[src/rtl/sdf_butterfly.sv]
// Radix-2 single-path delay-feedback butterfly stage: pairs each sample with the one
// received M valid samples earlier, emits the scaled sum, recirculates the scaled difference.
module sdf_butterfly #(
  parameter int M     = 32,
  parameter int WIDTH = 16,
  parameter int SCALE = 1
) (
  input  logic             clock,
  input  logic             reset,
  input  logic             di_en,
  input  logic [WIDTH-1:0] di_re,
  input  logic [WIDTH-1:0] di_im,
  output logic             do_en,
  output logic [WIDTH-1:0] do_re,
  output logic [WIDTH-1:0] do_im
);

  localparam int CW = $clog2(2 * M);
  localparam logic [CW-1:0] C_LAST = '1;
  localparam logic [CW-1:0] C_HALF_M1 = CW'(M - 1);
  localparam logic signed [WIDTH+1:0] C_ONE = (WIDTH + 2)'(1);

  // Raw sum/difference arrives in WIDTH+1 bits; two guard bits keep the +1 rounding exact.
  function automatic logic signed [WIDTH-1:0] scale_sat(input logic signed [WIDTH:0] r);
    logic signed [WIDTH+1:0] t;
    t = $signed({r[WIDTH], r});
    if (SCALE != 0) begin
      t = t + C_ONE;
      t = t >>> 1;
    end
    if (t[WIDTH+1:WIDTH-1] != {3{t[WIDTH+1]}}) begin
      scale_sat = t[WIDTH+1] ? $signed({1'b1, {(WIDTH-1){1'b0}}})
                             : $signed({1'b0, {(WIDTH-1){1'b1}}});
    end else begin
      scale_sat = t[WIDTH-1:0];
    end
  endfunction

  logic [CW-1:0]           r_cnt;
  logic                    r_pend;
  logic signed [WIDTH-1:0] r_dl_re [M];
  logic signed [WIDTH-1:0] r_dl_im [M];

  logic                    w_fill;
  logic signed [WIDTH:0]   w_a_re, w_a_im, w_b_re, w_b_im;
  logic signed [WIDTH-1:0] w_sum_re, w_sum_im, w_dif_re, w_dif_im;

  assign w_fill   = ~r_cnt[CW-1];
  assign w_a_re   = $signed({r_dl_re[M-1][WIDTH-1], r_dl_re[M-1]});
  assign w_a_im   = $signed({r_dl_im[M-1][WIDTH-1], r_dl_im[M-1]});
  assign w_b_re   = $signed({di_re[WIDTH-1], di_re});
  assign w_b_im   = $signed({di_im[WIDTH-1], di_im});
  assign w_sum_re = scale_sat(w_a_re + w_b_re);
  assign w_sum_im = scale_sat(w_a_im + w_b_im);
  assign w_dif_re = scale_sat(w_a_re - w_b_re);
  assign w_dif_im = scale_sat(w_a_im - w_b_im);

  // Single registered stage: counter, delay line and output all advance on di_en.
  always_ff @(posedge clock) begin
    if (reset) begin
      r_cnt  <= '0;
      r_pend <= 1'b0;
      do_en  <= 1'b0;
      do_re  <= '0;
      do_im  <= '0;
      for (int i = 0; i < M; i++) begin
        r_dl_re[i] <= '0;
        r_dl_im[i] <= '0;
      end
    end else begin
      do_en <= 1'b0;
      if (di_en) begin
        r_cnt <= r_cnt + 1'b1;
        if (r_cnt == C_LAST) begin
          r_pend <= 1'b1;
        end else if (r_cnt == C_HALF_M1) begin
          r_pend <= 1'b0;
        end
        for (int i = 1; i < M; i++) begin
          r_dl_re[i] <= r_dl_re[i-1];
          r_dl_im[i] <= r_dl_im[i-1];
        end
        if (w_fill) begin
          r_dl_re[0] <= di_re;
          r_dl_im[0] <= di_im;
          if (r_pend) begin
            do_en <= 1'b1;
            do_re <= r_dl_re[M-1];
            do_im <= r_dl_im[M-1];
          end
        end else begin
          r_dl_re[0] <= w_dif_re;
          r_dl_im[0] <= w_dif_im;
          do_en      <= 1'b1;
          do_re      <= w_sum_re;
          do_im      <= w_sum_im;
        end
      end
    end
  end

endmodule

[config.mk]
export PLATFORM = sky130hd
export DESIGN_NAME = sdf_butterfly
export DESIGN_NICKNAME = d
export VERILOG_FILES = /design/src/rtl/sdf_butterfly.sv
export SDC_FILE = /design/constraint.sdc
export NUM_CORES = 1
export LEC_CHECK = 0
export BUFFER_PORTS_ARGS = -buffer_cell sky130_fd_sc_hd__buf_2
export CAP_MARGIN = 20
export CORE_UTILIZATION = 59
export CTS_BUF_LIST = sky130_fd_sc_hd__clkbuf_8
export DETAILED_ROUTE_END_ITERATION = 8
export PLACE_DENSITY = 0.85
export SLEW_MARGIN = 10
export SYNTH_ARGS = -nofsm -noshare
export SYNTH_HDL_FRONTEND = slang
export SYNTH_SLANG_ARGS = --single-unit
[constraint.sdc]
create_clock -name clock -period 9.1 [get_ports clock]
set_clock_uncertainty 0.2 [all_clocks]
set_input_delay 0.91 -clock clock [delete_from_list [all_inputs] [get_ports clock]]
set_output_delay 0.91 -clock clock [all_outputs]
set_load 0.01 [all_outputs]
* After elaboration in Yosys (flattened, before gate mapping)
Memory sizes are Yosys's and may differ from the RTL's.
Cells that the tools add are included.
Widths: inputs -> output; s select.
** Word-level totals
- Memories kept :: 2
- Memory bits (writable) :: 1024
- Output and inout port bits :: 33
- Register bits after elaboration :: 40
** Operators by class
- Reduce and logical (&&, ||, !) cells :: 5
- Equal/unequal tests :: 6
- Multiplexer cells :: 95
- Bitwise operators :: 67
- $add $sub $neg :: 9
** Memory list
- r_dl_im :: depth 32, width 16, read ports 32, clocked after memory_dff 0, wr ports 32, RTL line 42 : logic signed [WIDTH-1:0] r_dl_im [M];
- r_dl_re :: depth 32, width 16, read ports 32, clocked after memory_dff 0, wr ports 32, RTL line 41 : logic signed [WIDTH-1:0] r_dl_re [M];
** Operators by type and width (count)
- $mux 16 :: 78
- $add 17x2->18 const B :: 4
- $or 1x1->1 :: 66
- $add 16x16->17 :: 2
- $sub 16x16->17 :: 2
- $mux 1 :: 17
- $add 6x1->6 const B :: 1
- $eq 6x5->1 const B :: 1
- $eq 6x6->1 const B :: 1
- $ne 1x1->1 :: 4
- $reduce_and 2->1 :: 2
- $reduce_bool 2->1 :: 2
- $reduce_or 2->1 :: 1
- $not 1->1 :: 1

* Depth between registers and ports, before layout
- Depth in word-level cells :: 6
- Mapped depth :: 15

* Least setup slack after synthesis
Ideal clock, no wire load.
- Kind :: input -> register
- Start point :: input port di_en
- End point :: memory r_dl_im[10][0], enable pin
- Library setup time :: 0.686 ns
- Stages on the path :: 4
- Data arrival time :: 8.460 ns
- Path slack :: -0.246 ns
- Path buffers :: 3
- Data required time :: 8.214 ns
- Cells stage by stage :: clkbuf_1 > clkbuf_1 > buf_1 > or2_2
** RTL lines
- start, declared :: RTL line 10 : input logic di_en,
- end, declared :: RTL line 42

==> results.yml <==
run_status:
  status: "finished clean"
floorplan:
  core.rowCount: 97
  dieArea_um2: 72500
  coreArea_um2: 70400
  die_width_um: 269
  ioPinCount: 68
  fp.dieH_um: 269
  start_util_pct: 59.8
synthesis:
  yosysWarnings: 0
  synth_edf_count: 576
  synth_cell_types: 69
  synthFlopType: "edfxtp_1"
  postSynthCellCount: 3372
  syn_area_per_cell_um2: 12.5
  syn_nets: 3504
  synth-seq-area-share_pct: 64.3
  syn_area_um2: 42100
  ys_ff_latch: 1064
  async_reset_ff_share_pct: 0
clock_network:
  post_cts_buffers: 0
  htree_num_levels: 4
  cts.reportedPaths.clkPinSlew_ns: 0.06
  cts_tree: "done"
  clk_path_buf_depth: 3
  cts_hold_buf: 0
  worst_skew_pair.late_latency_ns: 0.80
  clock_sinks: 1064
  cts_buffers: 160
  cts_resized: 0
  root_buffer: "clkbuf_8"
detailed_routing:
  firstDrtPassIters: 5
  routed_wl_um: 73400
  drcViolationCount: 0
  detail_route.wl_per_cell_um: 16.3
  ant_nets: 0
  vias: 23600
  viasPerCell: 5.25
  drtIter0Drc: 1679
worst_setup_path:
  crit_type: "flip-flop to flip-flop"
  path_common_cell: "inv_1"
  slowest_stage: "o311ai_1"
  crit_required_ns: 9.57
  arrival_ns: 4.39
  path_cells: "inv_1, ha_1, inv_1, ha_1, inv_1, fa_1, nor2b_1, o31a_1, nor4_1, o311ai_1, a41o_1, nand2_1, mux2i_1, buf_2, a221o_1"
  worst-path-max-fanout: 10
  end_kind: "flip-flop"
  cp-start-kind: "flip-flop"
  max_stage_delay_ns: 0.49
place:
  port_buffers: 67
  gp_congestion: 0.908
  dp_hpwl_um: 44300
global_route:
  first_global_vias: 22700
  grt_pass1_wl_um: 118000
  gr-total-overflow: 0
  grtUsageTotal_pct: 20.2
  grt_max_degree: 346
  antenna_found_initial: 1
hold_path:
  holdCritPathClass: "input port to flip-flop"
sta:
  setup_viol_count_final: 0
  min_period_ns: 3.92
  fin_setup_tns_ns: 0
  timing.final.crit_share_pct: 43.1
  hold_viol: 0
  holdWs_ns: 0.252
  slew-limit-headroom_pct: 23.9
  worstMarginPinSlew_ns: 1.14
  fmax_ghz: 0.255
  rsz0062_at_grt: "no"
  slew_violations: 0
layout:
  drive_gt1_share_pct: 9.03
  synthToLayoutAreaGrowth_pct: 9.75
  fin_nets: 3564
  final_cell_mix: "edfxtp_1, and2_1, nor2_1"
  final_common_cell: "edfxtp_1"
power:
  power_density_nw_per_um2: 201
  leakage_nw: 19.6
  peakVddDrop_v: 0.000159
run:
  drv_cap: 0
report_power, final:
part / internal, mW / switching [mW] / total (mW)
Combinational: 0.133 / 0.244 / 0.377
Clock: 1.89 / 1.76 / 3.65
Sequential: 5.24 / 0.0444 / 5.28
Total: 7.27 / 2.05 / 9.31
synth_stat cells (5+ instances only):
library cell	number	area, um2
nor2_1	512	1920
a21o_1	10	75.1
o221ai_1	8	70.1
nand2b_1	9	56.3
edfxtp_1	576	17300
o211ai_1	5	37.5
or2_2	7	43.8
xor2_1	11	96.3
a211oi_1	13	97.6
o21bai_1	13	97.6
o21ai_0	39	195
ha_1	93	1160
nor2b_1	12	75.1
or3_1	5	31.3
and3_1	6	37.5
o21a_1	10	75.1
mux2i_1	452	4520
a31oi_1	6	37.5
buf_1	53	199
nor3_1	14	70.1
clkbuf_1	131	492
xnor2_1	38	333
nand3_1	9	45.0
nand2_1	58	218
o21ai_1	8	40.0
or4_1	6	45.0
a311oi_1	8	70.1
a21oi_1	57	285
inv_1	70	263
dfxtp_1	488	9770
a221o_1	27	270
and2_1	547	3420
kinds of logic (layout without fill, tap and decap cells):
family | Yosys count | count (layout) | share of synthesized area [%]
xor gates and xnor gates | 49 | 49 | 1.02
muxes | 452 | 452 | 10.7
buffers and inverters | 259 | 451 | 2.34
adders and majority gates | 101 | 101 | 3.05
and+or+nand+nor | 1200 | 1200 | 14.4
AOI/OAI and AO/OA | 247 | 247 | 4.17
other | 0 | 2 | 0
DFF | 1064 | 1064 | 64.3
worst max-delay path, delay by kind of cell, from the launching register on:
kind                     cells  cell delay [ns]
buffers and inverters        4             0.52
flip-flops                   1             0.37
AO/OA/AOI/OAI                4             1.10
adder cells (fa/ha/maj)      3             0.89
AND/OR/NAND/NOR              3             0.29
multiplexers                 1             0.40
through the flow:
stage | utilization (%) | total power [mW] | std cells | instance area (um2) | setup WS, ns
detailed placement | 61.3 | 5.77 | 4207 | 43100 | 4.24
floorplan | - | 5.67 | 3372 | 42100 | 2.53
CTS | 65.6 | 9.42 | 4501 | 46200 | 4.82
finish | 65.7 | 9.31 | 4506 | 46200 | 5.18
global placement | 61.3 | 5.75 | 4207 | 43100 | 4.30
global route | 65.7 | 9.68 | 4505 | 46200 | 4.82
registers in the layout (all words and copies together), names as in the netlist:
name / cells
do_en: 1
do_im: 16
do_re: 16
r_cnt: 6
r_dl_im: 512
r_dl_re: 512
r_pend: 1
path summary, 6_finish.rpt:
kind	from	to	slack, ns	cells past startpoint
max	r_dl_re[15][17]	r_dl_re[0][1]	5.18	15
min	di_re[0]	r_dl_re[0][0]	0.25	2
max reg2reg	r_dl_re[15][17]	r_dl_re[0][1]	5.18	15
min reg2reg	r_dl_re[8][27]	r_dl_re[9][11]	0.28	2
area by class of cell:
type | count | area (um2)
Antenna cell | 2 | 5.00
Clock buffer | 186 | 2560
Clock inverter | 108 | 507
Fill cell | 5000 | 24200
Inverter | 70 | 263
Multi-Input combinational cell | 2049 | 14100
Sequential cell | 1064 | 27100
Tap cell | 940 | 1180
Timing Repair Buffer | 87 | 573
metal layers:
layer	vias to the layer above	global-route usage, %	routed length [um]
met3	111	4.27	3570
met5	-	0	0
met1	11300	27.2	32800
met2	506	32.2	35300
met4	0	7.46	1710
li1	11800	-	-
Power figures use the tool's default switching activity.
